File: config.mk
export PLATFORM = sky130hd
export DESIGN_NAME = exibicao_display
export DESIGN_NICKNAME = d
export VERILOG_FILES = /design/src/rtl/exibicao_display.sv
export SDC_FILE = /design/constraint.sdc
export NUM_CORES = 1
export LEC_CHECK = 0
export ABC_AREA = 1
export BUFFER_PORTS_ARGS = -buffer_cell sky130_fd_sc_hd__buf_2
export CAP_MARGIN = 5
export CORE_MARGIN = 1
export CORE_UTILIZATION = 60
export CTS_CLUSTER_DIAMETER = 200
export DETAILED_ROUTE_END_ITERATION = 8
export PLACE_DENSITY = 0.79
export SETUP_SLACK_MARGIN = 0.1
export SLEW_MARGIN = 30
export SYNTH_ARGS = -nofsm -noshare
export SYNTH_HDL_FRONTEND = slang
export SYNTH_SLANG_ARGS = --single-unit
File: constraint.sdc
create_clock -name Clk -period 6.03 [get_ports Clk]
set_input_delay 0.3015 -clock Clk [delete_from_list [all_inputs] [get_ports Clk]]
set_output_delay 0.3015 -clock Clk [all_outputs]
set_load 0.01 [all_outputs]
File: src/rtl/exibicao_display.sv
// Seven-segment back-end for the display memory: signed decimal or hex image of a 32-bit word,
// plus a debounced single-cycle "next" pulse from the physical key.
module exibicao_display #(
    parameter int DEBOUNCE_CYCLES = 500000
) (
    input  logic        Clk,
    input  logic        reset,
    input  logic [31:0] valor,
    input  logic        botao,
    input  logic        modo,
    output logic        proximo,
    output logic [6:0]  hex0,
    output logic [6:0]  hex1,
    output logic [6:0]  hex2,
    output logic [6:0]  hex3,
    output logic [6:0]  hex4,
    output logic [6:0]  hex5,
    output logic [6:0]  hex6,
    output logic [6:0]  hex7
);
    typedef enum logic [1:0] {IDLE, CONV, SHOW} state_t;

    localparam int CNT_W = (DEBOUNCE_CYCLES > 1) ? $clog2(DEBOUNCE_CYCLES) : 1;
    localparam logic [CNT_W-1:0] CNT_MAX = CNT_W'(DEBOUNCE_CYCLES - 1);

    localparam logic [6:0] SEG_BLANK = 7'h7F;
    localparam logic [6:0] SEG_MINUS = 7'h3F;
    localparam logic [6:0] SEG_E     = 7'h06;
    localparam logic [6:0] SEG_R     = 7'h2F;

    function automatic logic [6:0] seg_hex(input logic [3:0] n);
        case (n)
            4'h0: seg_hex = 7'h40;
            4'h1: seg_hex = 7'h79;
            4'h2: seg_hex = 7'h24;
            4'h3: seg_hex = 7'h30;
            4'h4: seg_hex = 7'h19;
            4'h5: seg_hex = 7'h12;
            4'h6: seg_hex = 7'h02;
            4'h7: seg_hex = 7'h78;
            4'h8: seg_hex = 7'h00;
            4'h9: seg_hex = 7'h10;
            4'hA: seg_hex = 7'h08;
            4'hB: seg_hex = 7'h03;
            4'hC: seg_hex = 7'h46;
            4'hD: seg_hex = 7'h21;
            4'hE: seg_hex = 7'h06;
            default: seg_hex = 7'h0E;
        endcase
    endfunction

    // Key path: synchronizer, stability counter, rising-edge detect on the accepted level.
    logic             botao_s1, botao_s2;
    logic             nivel, nivel_d;
    logic [CNT_W-1:0] deb_cnt;

    // NOTE: every register here has an async reset branch and uses <= so all
    // flops update together from pre-edge values; blocking = would chain them.
    always_ff @(posedge Clk or posedge reset) begin
        if (reset) begin
            botao_s1 <= 1'b0;
            botao_s2 <= 1'b0;
            nivel    <= 1'b0;
            nivel_d  <= 1'b0;
            deb_cnt  <= '0;
            proximo  <= 1'b0;
        end else begin
            botao_s1 <= botao;
            botao_s2 <= botao_s1;
            nivel_d  <= nivel;
            proximo  <= nivel & ~nivel_d;
            if (botao_s2 == nivel) begin
                deb_cnt <= '0;
            end else if (deb_cnt == CNT_MAX) begin
                nivel   <= ~nivel;
                deb_cnt <= '0;
            end else begin
                deb_cnt <= deb_cnt + CNT_W'(1);
            end
        end
    end

    logic modo_s1, modo_s2;

    always_ff @(posedge Clk or posedge reset) begin
        if (reset) begin
            modo_s1 <= 1'b0;
            modo_s2 <= 1'b0;
        end else begin
            modo_s1 <= modo;
            modo_s2 <= modo_s1;
        end
    end

    // Conversion datapath: {10 BCD nibbles, 32-bit binary} shifted left once per CONV cycle.
    state_t      state;
    logic [31:0] cap_valor;
    logic        cap_modo;
    logic        force_conv;
    logic [71:0] shreg, shreg_next;
    logic [4:0]  iter;
    logic [6:0]  hex_r [8];
    logic [6:0]  img   [8];
    logic [31:0] mag;
    logic [39:0] bcd_adj;
    logic        overflow;
    logic        lead_zero;

    assign mag      = valor[31] ? (32'd0 - valor) : valor;
    assign overflow = |shreg[71:60];

    // NOTE: every variable written in a combinational block gets a default at
    // the top, so no path leaves it unassigned and no latch is inferred.
    always_comb begin
        bcd_adj = shreg[71:32];
        for (int i = 0; i < 10; i++) begin
            if (bcd_adj[4*i +: 4] >= 4'd5)
                bcd_adj[4*i +: 4] = bcd_adj[4*i +: 4] + 4'd3;
        end
        shreg_next = {bcd_adj, shreg[31:0]} << 1;
    end

    always_comb begin
        lead_zero = 1'b1;
        for (int i = 0; i < 8; i++) img[i] = SEG_BLANK;
        if (cap_modo) begin
            for (int i = 0; i < 8; i++) img[i] = seg_hex(cap_valor[4*i +: 4]);
        end else if (overflow) begin
            img[2] = SEG_E;
            img[1] = SEG_R;
            img[0] = SEG_R;
        end else begin
            for (int i = 6; i >= 1; i--) begin
                if (shreg[32+4*i +: 4] != 4'd0) lead_zero = 1'b0;
                img[i] = lead_zero ? SEG_BLANK : seg_hex(shreg[32+4*i +: 4]);
            end
            img[0] = seg_hex(shreg[35:32]);
            img[7] = cap_valor[31] ? SEG_MINUS : SEG_BLANK;
        end
    end

    // force_conv makes the first image after reset appear even when valor is 0.
    always_ff @(posedge Clk or posedge reset) begin
        if (reset) begin
            state      <= IDLE;
            cap_valor  <= '0;
            cap_modo   <= 1'b0;
            force_conv <= 1'b1;
            shreg      <= '0;
            iter       <= '0;
            for (int i = 0; i < 8; i++) hex_r[i] <= SEG_BLANK;
        end else begin
            case (state)
                IDLE: begin
                    if (valor != cap_valor || modo_s2 != cap_modo || force_conv) begin
                        cap_valor  <= valor;
                        cap_modo   <= modo_s2;
                        force_conv <= 1'b0;
                        shreg      <= {40'd0, mag};
                        iter       <= '0;
                        state      <= CONV;
                    end
                end
                CONV: begin
                    shreg <= shreg_next;
                    iter  <= iter + 5'd1;
                    if (iter == 5'd31) state <= SHOW;
                end
                SHOW: begin
                    for (int i = 0; i < 8; i++) hex_r[i] <= img[i];
                    state <= IDLE;
                end
                default: state <= IDLE;
            endcase
        end
    end

    assign hex0 = hex_r[0];
    assign hex1 = hex_r[1];
    assign hex2 = hex_r[2];
    assign hex3 = hex_r[3];
    assign hex4 = hex_r[4];
    assign hex5 = hex_r[5];
    assign hex6 = hex_r[6];
    assign hex7 = hex_r[7];

endmodule

# Word-level counts from Yosys, hierarchy flattened
# Memories as Yosys holds them, arrays and structs flattened.
# Index checks and enable logic that the tools add are counted.
dict set report op_classes {
  mux 48
  add_sub_neg 13
  magnitude_cmp 10
  n_reduce_logical 15
  bitwise 4
  n_eq_ne 9
}
# operator count
set op_table {}
lappend op_table {{$pmux 72 s2} 1}
lappend op_table {{$mux 72} 1}
lappend op_table {{$mux 56} 1}
lappend op_table {{$mux 7} 7}
lappend op_table {{$ge 4x3->1 const B} 10}
lappend op_table {{$mux 19} 2}
lappend op_table {{$add 4x2->4 const B} 9}
lappend op_table {{$mux 4} 9}
lappend op_table {{$mux 35} 1}
lappend op_table {{$mux 32} 1}
lappend op_table {{$ne 32x32->1} 1}
lappend op_table {{$sub 1x32->32 const A} 1}
lappend op_table {{$reduce_bool 4->1} 6}
lappend op_table {{$mux 21} 1}
lappend op_table {{$add 19x1->19 const B} 1}
lappend op_table {{$eq 19x19->1 const B} 1}
lappend op_table {{$mux 1} 18}
lappend op_table {{$reduce_or 12->1} 1}
lappend op_table {{$pmux 5 s2} 1}
lappend op_table {{$reduce_and 2->1} 4}
lappend op_table {{$add 5x1->5 const B} 1}
lappend op_table {{$eq 5x5->1 const B} 1}
lappend op_table {{$mux 5} 1}
lappend op_table {{$mux 2} 2}
lappend op_table {{13 further kinds} 17}
dict set report word_totals {
  memories 15
  regBits 195
  elab_cells 136
  out_inout_bits 57
  rom_bits 1680
  in_bits 36
}
# name depth width rd rd_ports_with_merged_regs write_ports line_no
set mem_list {}
lappend mem_list {{(no name shown)} 16 7 1 0 0 32} ;# case (n)
lappend mem_list {{(no name shown)} 16 7 1 0 0 32}
lappend mem_list {{(no name shown)} 16 7 1 0 0 32}
lappend mem_list {{(no name shown)} 16 7 1 0 0 32}
lappend mem_list {{(no name shown)} 16 7 1 0 0 32}
lappend mem_list {{(no name shown)} 16 7 1 0 0 32}
lappend mem_list {{+9 memories} n/a n/a n/a n/a n/a n/a}

# Logic depth before layout (Yosys ltp)
dict set report logic_depth {
  word_depth 22
  ltp_mapped 15
  mapped_depth_nobuf 13
}

# Least setup slack after synthesis
# No wires, ideal clock.
dict set report synth_timing {
  kind {register to register}
  startpoint {register shreg[56]}
  endpoint {register hex_r (netlist bit hex1[4])}
  stages_incl_launch_ff 11
  slack_ns 4.207
  t_required_ns 5.957
  arrival_time_ns 1.750
  path_buffers 0
  synth_period_minus_slack_ns 1.823
  setup_ns 0.073
  path_cell_list {dfrtp_1 -> inv_1 -> ha_1 -> nand2_1 -> nor2_1 -> nand3_1 -> nor2_1 -> nand4_1 -> nand2_1 -> nand2_1 -> a21oi_1}
}
dict set report synth_via {
  elab_chain_cells 22
}
# item line_no
set synth_rtl {}
lappend synth_rtl {{start: declaration} 100} ;# logic [71:0] shreg, shreg_next;
lappend synth_rtl {{start signal: assignment} 159} ;# shreg <= {40'd0, mag};
lappend synth_rtl {{start signal: assignment} 165} ;# shreg <= shreg_next;
lappend synth_rtl {{$reduce_bool 4->1} 134} ;# if (shreg[32+4*i +: 4] != 4'd0) lead_zero = 1'b0;
lappend synth_rtl {{$mux 1} 134}
lappend synth_rtl {{$mux 1} 128} ;# end else if (overflow) begin
lappend synth_rtl {{$mux 1} 126} ;# if (cap_modo) begin
lappend synth_rtl {{$mux 1} 134}
lappend synth_rtl {{$mux 1} 128}
lappend synth_rtl {{$mux 1} 126}
lappend synth_rtl {{$mux 1} 134}
lappend synth_rtl {{[... 6 more ...]} n/a}
lappend synth_rtl {{$mux 1} 128}
lappend synth_rtl {{$mux 1} 126}
lappend synth_rtl {{$mux 1} 134}
lappend synth_rtl {{$mux 1} 128}
lappend synth_rtl {{$mux 1} 126}
lappend synth_rtl {{$mux 7} 135} ;# img[i] = lead_zero ? SEG_BLANK : seg_hex(shreg[32+4*i +: 4]);
lappend synth_rtl {{$mux 21} 128}
lappend synth_rtl {{$mux 56} 126}
lappend synth_rtl {{end: declaration} 102} ;# logic [6:0] hex_r [8];
# Every way passes these cells. The select of a mux whose other input is x is not followed.
# A chain may end at the register's enable or synchronous reset.

# Worst setup path after layout
dict set report layout_timing {
  startpoint {register cap_valor[17]}
  endpoint {register cap_valor[30]}
}
dict set report layout_via {
  elab_chain_cells 4
}
# item line_no
set layout_rtl {}
lappend layout_rtl {{start: declaration} 97} ;# logic [31:0] cap_valor;
lappend layout_rtl {{start signal: assignment} 156} ;# cap_valor <= valor;
lappend layout_rtl {{$ne 32x32->1} 155} ;# if (valor != cap_valor || modo_s2 != cap_modo || force_conv) begin
lappend layout_rtl {{$logic_or 1x1->1 (2 in a row)} 155}
lappend layout_rtl {{$reduce_and 2->1 (no source line)} n/a}
# Every way passes these cells.

==> summary.md <==
| Metric | Value |
|---|---|
| Reg2reg start | `cap_valor[17]` |
| Tightest Pin Transition | `0.840 ns` |
| Die height | `155 um` |
| DR vias | `13600` |
| Root buffer cell | `clkbuf_16` |
| Port bufs | `92` |
| Setup Skew | `0.0188 ns` |
| # setup viols final | `0` |
| RSZ-0062 raised after global routing | `no` |
| Synth area leaders | `dfrtp_1 (25%), nand2_1 (15%), dfstp_2 (11%)` |
| Hold Path End | `cap_valor[6]` |
| Crit Path Category | `reg -> reg` |
| Post-synthesis mux area share | `0.0800%` |
| Fin nets | `2165` |
| Outcome | `complete, no violations` |
| Net Count, Synth | `2129` |
| Slew margin rel. | `44.0%` |
| Sequential area share after synthesis | `35.2%` |
| # rows | `55` |
| FFs w/ async S/R, synth | `100%` |
| Setup TNS | `0 ns` |
| R2R cell count | `10` |
| Largest net degree at the start of global routing | `125` |
| Post-CTS sizing | `0` |
| Final Max Slew Viols | `0` |
| Crit-path max FO | `108` |
| Clk_lat worst skew | `0.46 ns` |
| Hold path start | `valor[6]` |
| Peak supply drop | `0.197 mV` |
| Top-count cell post-synth | `nand2_1` |
| Vias per Instance | `5.78` |
| Max Root-Sink Buffers | `2` |
| Gpl congestion | `0.944` |
| Initial Util | `61.6%` |
| Total wire length | `38600 um` |
| Num Clock Sinks | `195` |
| Worst hold path class | `in -> reg` |
| Initial antenna violation count | `0` |
| Horiz. Die Dim | `155 um` |
| Post-route DRC | `0` |
| Final instance area | `0.0152 mm^2` |
| Cell Area, Synth | `0.0141 mm^2` |
| Ant. Diodes | `0` |
| Global Route Usage Sum | `33.1%` |
| Share of post-route cells with drive strength above 1 | `11.0%` |
| First-pass GRT wire length | `63700 um` |
| TritonCTS clock tree | `done` |
| EDFF count, synth | `0` |
| Routed wire per std cell | `16.4 um` |
| Type of element capturing the critical path | `register` |
| Avg Cell Area, Syn | `7.06 um^2` |
| Hold depth | `3` |
| Compound-cell area share of the yosys netlist | `15.6%` |
| Power, Total | `3.87 mW` |
| Primary FF master, synth | `dfrtp_1` |
| Iter 0 DRT Violations | `1453` |
| Maxcap violations | `0` |
| Number of global-route vias before repair | `12800` |
| Die area | `0.0241 mm^2` |
| Power Dens Cells | `255 mW/mm^2` |
| Io pins | `93` |
| Post-synth cell types | `48` |
| Core ar. | `0.0228 mm^2` |
| Tcrit/Tclk final | `48.1%` |
| Adder-cell share of the synthesized area | `8.98%` |
| Total global routing overflow | `0` |
| Yosys warnings | `0` |
| FF+latch count, synth | `195` |
| Synth top cells by count | `nand2_1 (552), nor2_1 (200), nand3_1 (196)` |
| Initial DRT Pass Iterations | `5` |
| Cell taking the most area after synthesis | `dfrtp_1` |
| CP Launch Type | `register` |
| Synth Instances | `1992` |
| WP data required | `6.32 ns` |
| Flop2flop setup slack | `3.13 ns` |
| FF-to-FF End | `cap_valor[30]` |
| Peak Freq | `0.345 GHz` |
| Period minus WS final | `2.90 ns` |
| Hpwl dp | `26800 um` |
| Layout area overhead | `7.88%` |
| Clock slew at reported path FFs | `0.07 ns` |
| Critical path arrival | `3.20 ns` |
| CTS Buf Count | `17` |
| Synth top area share | `24.5%` |
| Leakage | `7.55 nW` |
| Remaining antenna violation count | `0` |
| Cell Area, Placed | `0.0145 mm^2` |
| CTS H-tree depth | `4` |
| Post-Synth XOR/XNOR Area | `1.99%` |
| Main combinational cell family by area after synthesis | `simple AND/OR/NAND/NOR gates` |
| Synth Area in Simple Gates | `29.6%` |
| Hold Vio Cnt, Final | `0` |
worst max-delay path, cell delays in order, from the launching register on:
cell and delay [ns]:
dfrtp_1 0.50, inv_1 0.15, nand2_1 0.07, o21ai_0 0.07
nor2_1 0.16, nand2_1 0.09, nor2_1 0.26, nand3_4 0.19
nand2_4 0.32, buf_6 0.67, o21ai_0 0.17
logic make-up after synthesis:
| family | Yosys count |
|---|---|
| AO/OA/AOI/OAI | 384 |
| XOR/XNOR | 32 |
| adder cells (fa/ha/maj) | 101 |
| buffers and inverters | 278 |
| flip-flops | 195 |
| multiplexers | 1 |
| AND/OR/NAND/NOR | 1001 |
worst max-delay path by stage:
stage	from	endpoint	slack, ns	cells past startpoint
2_1_floorplan	reset	botao_s1	0.51	1
3_3_place_gp	valor[31]	shreg[15]	2.95	10
3_5_place_dp	valor[31]	shreg[29]	3.02	10
4_1_cts	cap_valor[30]	shreg[11]	3.06	11
5_1_grt	cap_valor[30]	cap_valor[3]	2.89	10
6_report	cap_valor[17]	cap_valor[30]	3.13	10
area by class of cell:
type                    count  area, um^2
clock buffers              19         443
fillers                  2021        7670
flip-flops and latches    195        4950
clock inverters            13         141
well taps                 313         392
multi-input cells        1519        7940
inverters                 190         721
repair buffers            105         593
per-layer routing:
layer / GRT usage, % / part of all wire, % / vias up
met5: 0 / 0 / -
met4: 11.2 / 2.3 / 0
met3: 5.85 / 7.0 / 81
met2: 54.0 / 47 / 499
met1: 44.4 / 43 / 6360
li1: - / - / 6657
sequential cells by signal, indices dropped and copies added, names as in the netlist, 2 cells and up:
name and cells:
state 2, deb_cnt 19, hex1 7, hex6 7
iter 5, hex7 7, hex5 7, hex4 7
shreg 72, hex0 7, hex2 7, cap_valor 32
hex3 7
power breakdown:
part / internal (mW) / switching [mW] / total, mW
combinational: 0.392 / 0.659 / 1.05
clock: 0.597 / 0.558 / 1.16
sequential: 1.49 / 0.173 / 1.66
through the flow:
stage	setup WS (ns)	instances	utilization [%]	hold WS [ns]
floorplan	0.511	1992	-	0.331
global placement	2.95	2318	63.6	0.336
detailed placement	3.02	2318	63.6	0.336
CTS	3.06	2352	66.2	0.0670
global route	2.89	2354	66.4	0.177
finish	3.13	2354	66.4	0.157
cells in the final DEF, fill, tap and decap left out, types with 10 or more instances in the layout:
| master | n |
|---|---|
| a211oi_1 | 18 |
| a21oi_1 | 109 |
| a31oi_1 | 18 |
| buf_2 | 92 |
| clkbuf_16 | 17 |
| dfrtp_1 | 138 |
| dfstp_2 | 57 |
| ha_1 | 101 |
| inv_1 | 175 |
| inv_2 | 12 |
| nand2_1 | 550 |
| nand3_1 | 196 |
| nand3_2 | 10 |
| nand4_1 | 14 |
| nor2_1 | 199 |
| nor3_1 | 21 |
| o211ai_1 | 27 |
| o21ai_0 | 146 |
| o21ai_1 | 19 |
| o221ai_1 | 15 |
| xor2_1 | 25 |
repair_timing:
action | in CTS | in global routing
setup buffers | 0 | 0
endpoints found under the hold margin | 2 | 43
hold buffers | 2 | 1
Note: power is estimated with default switching activity, not from simulation.
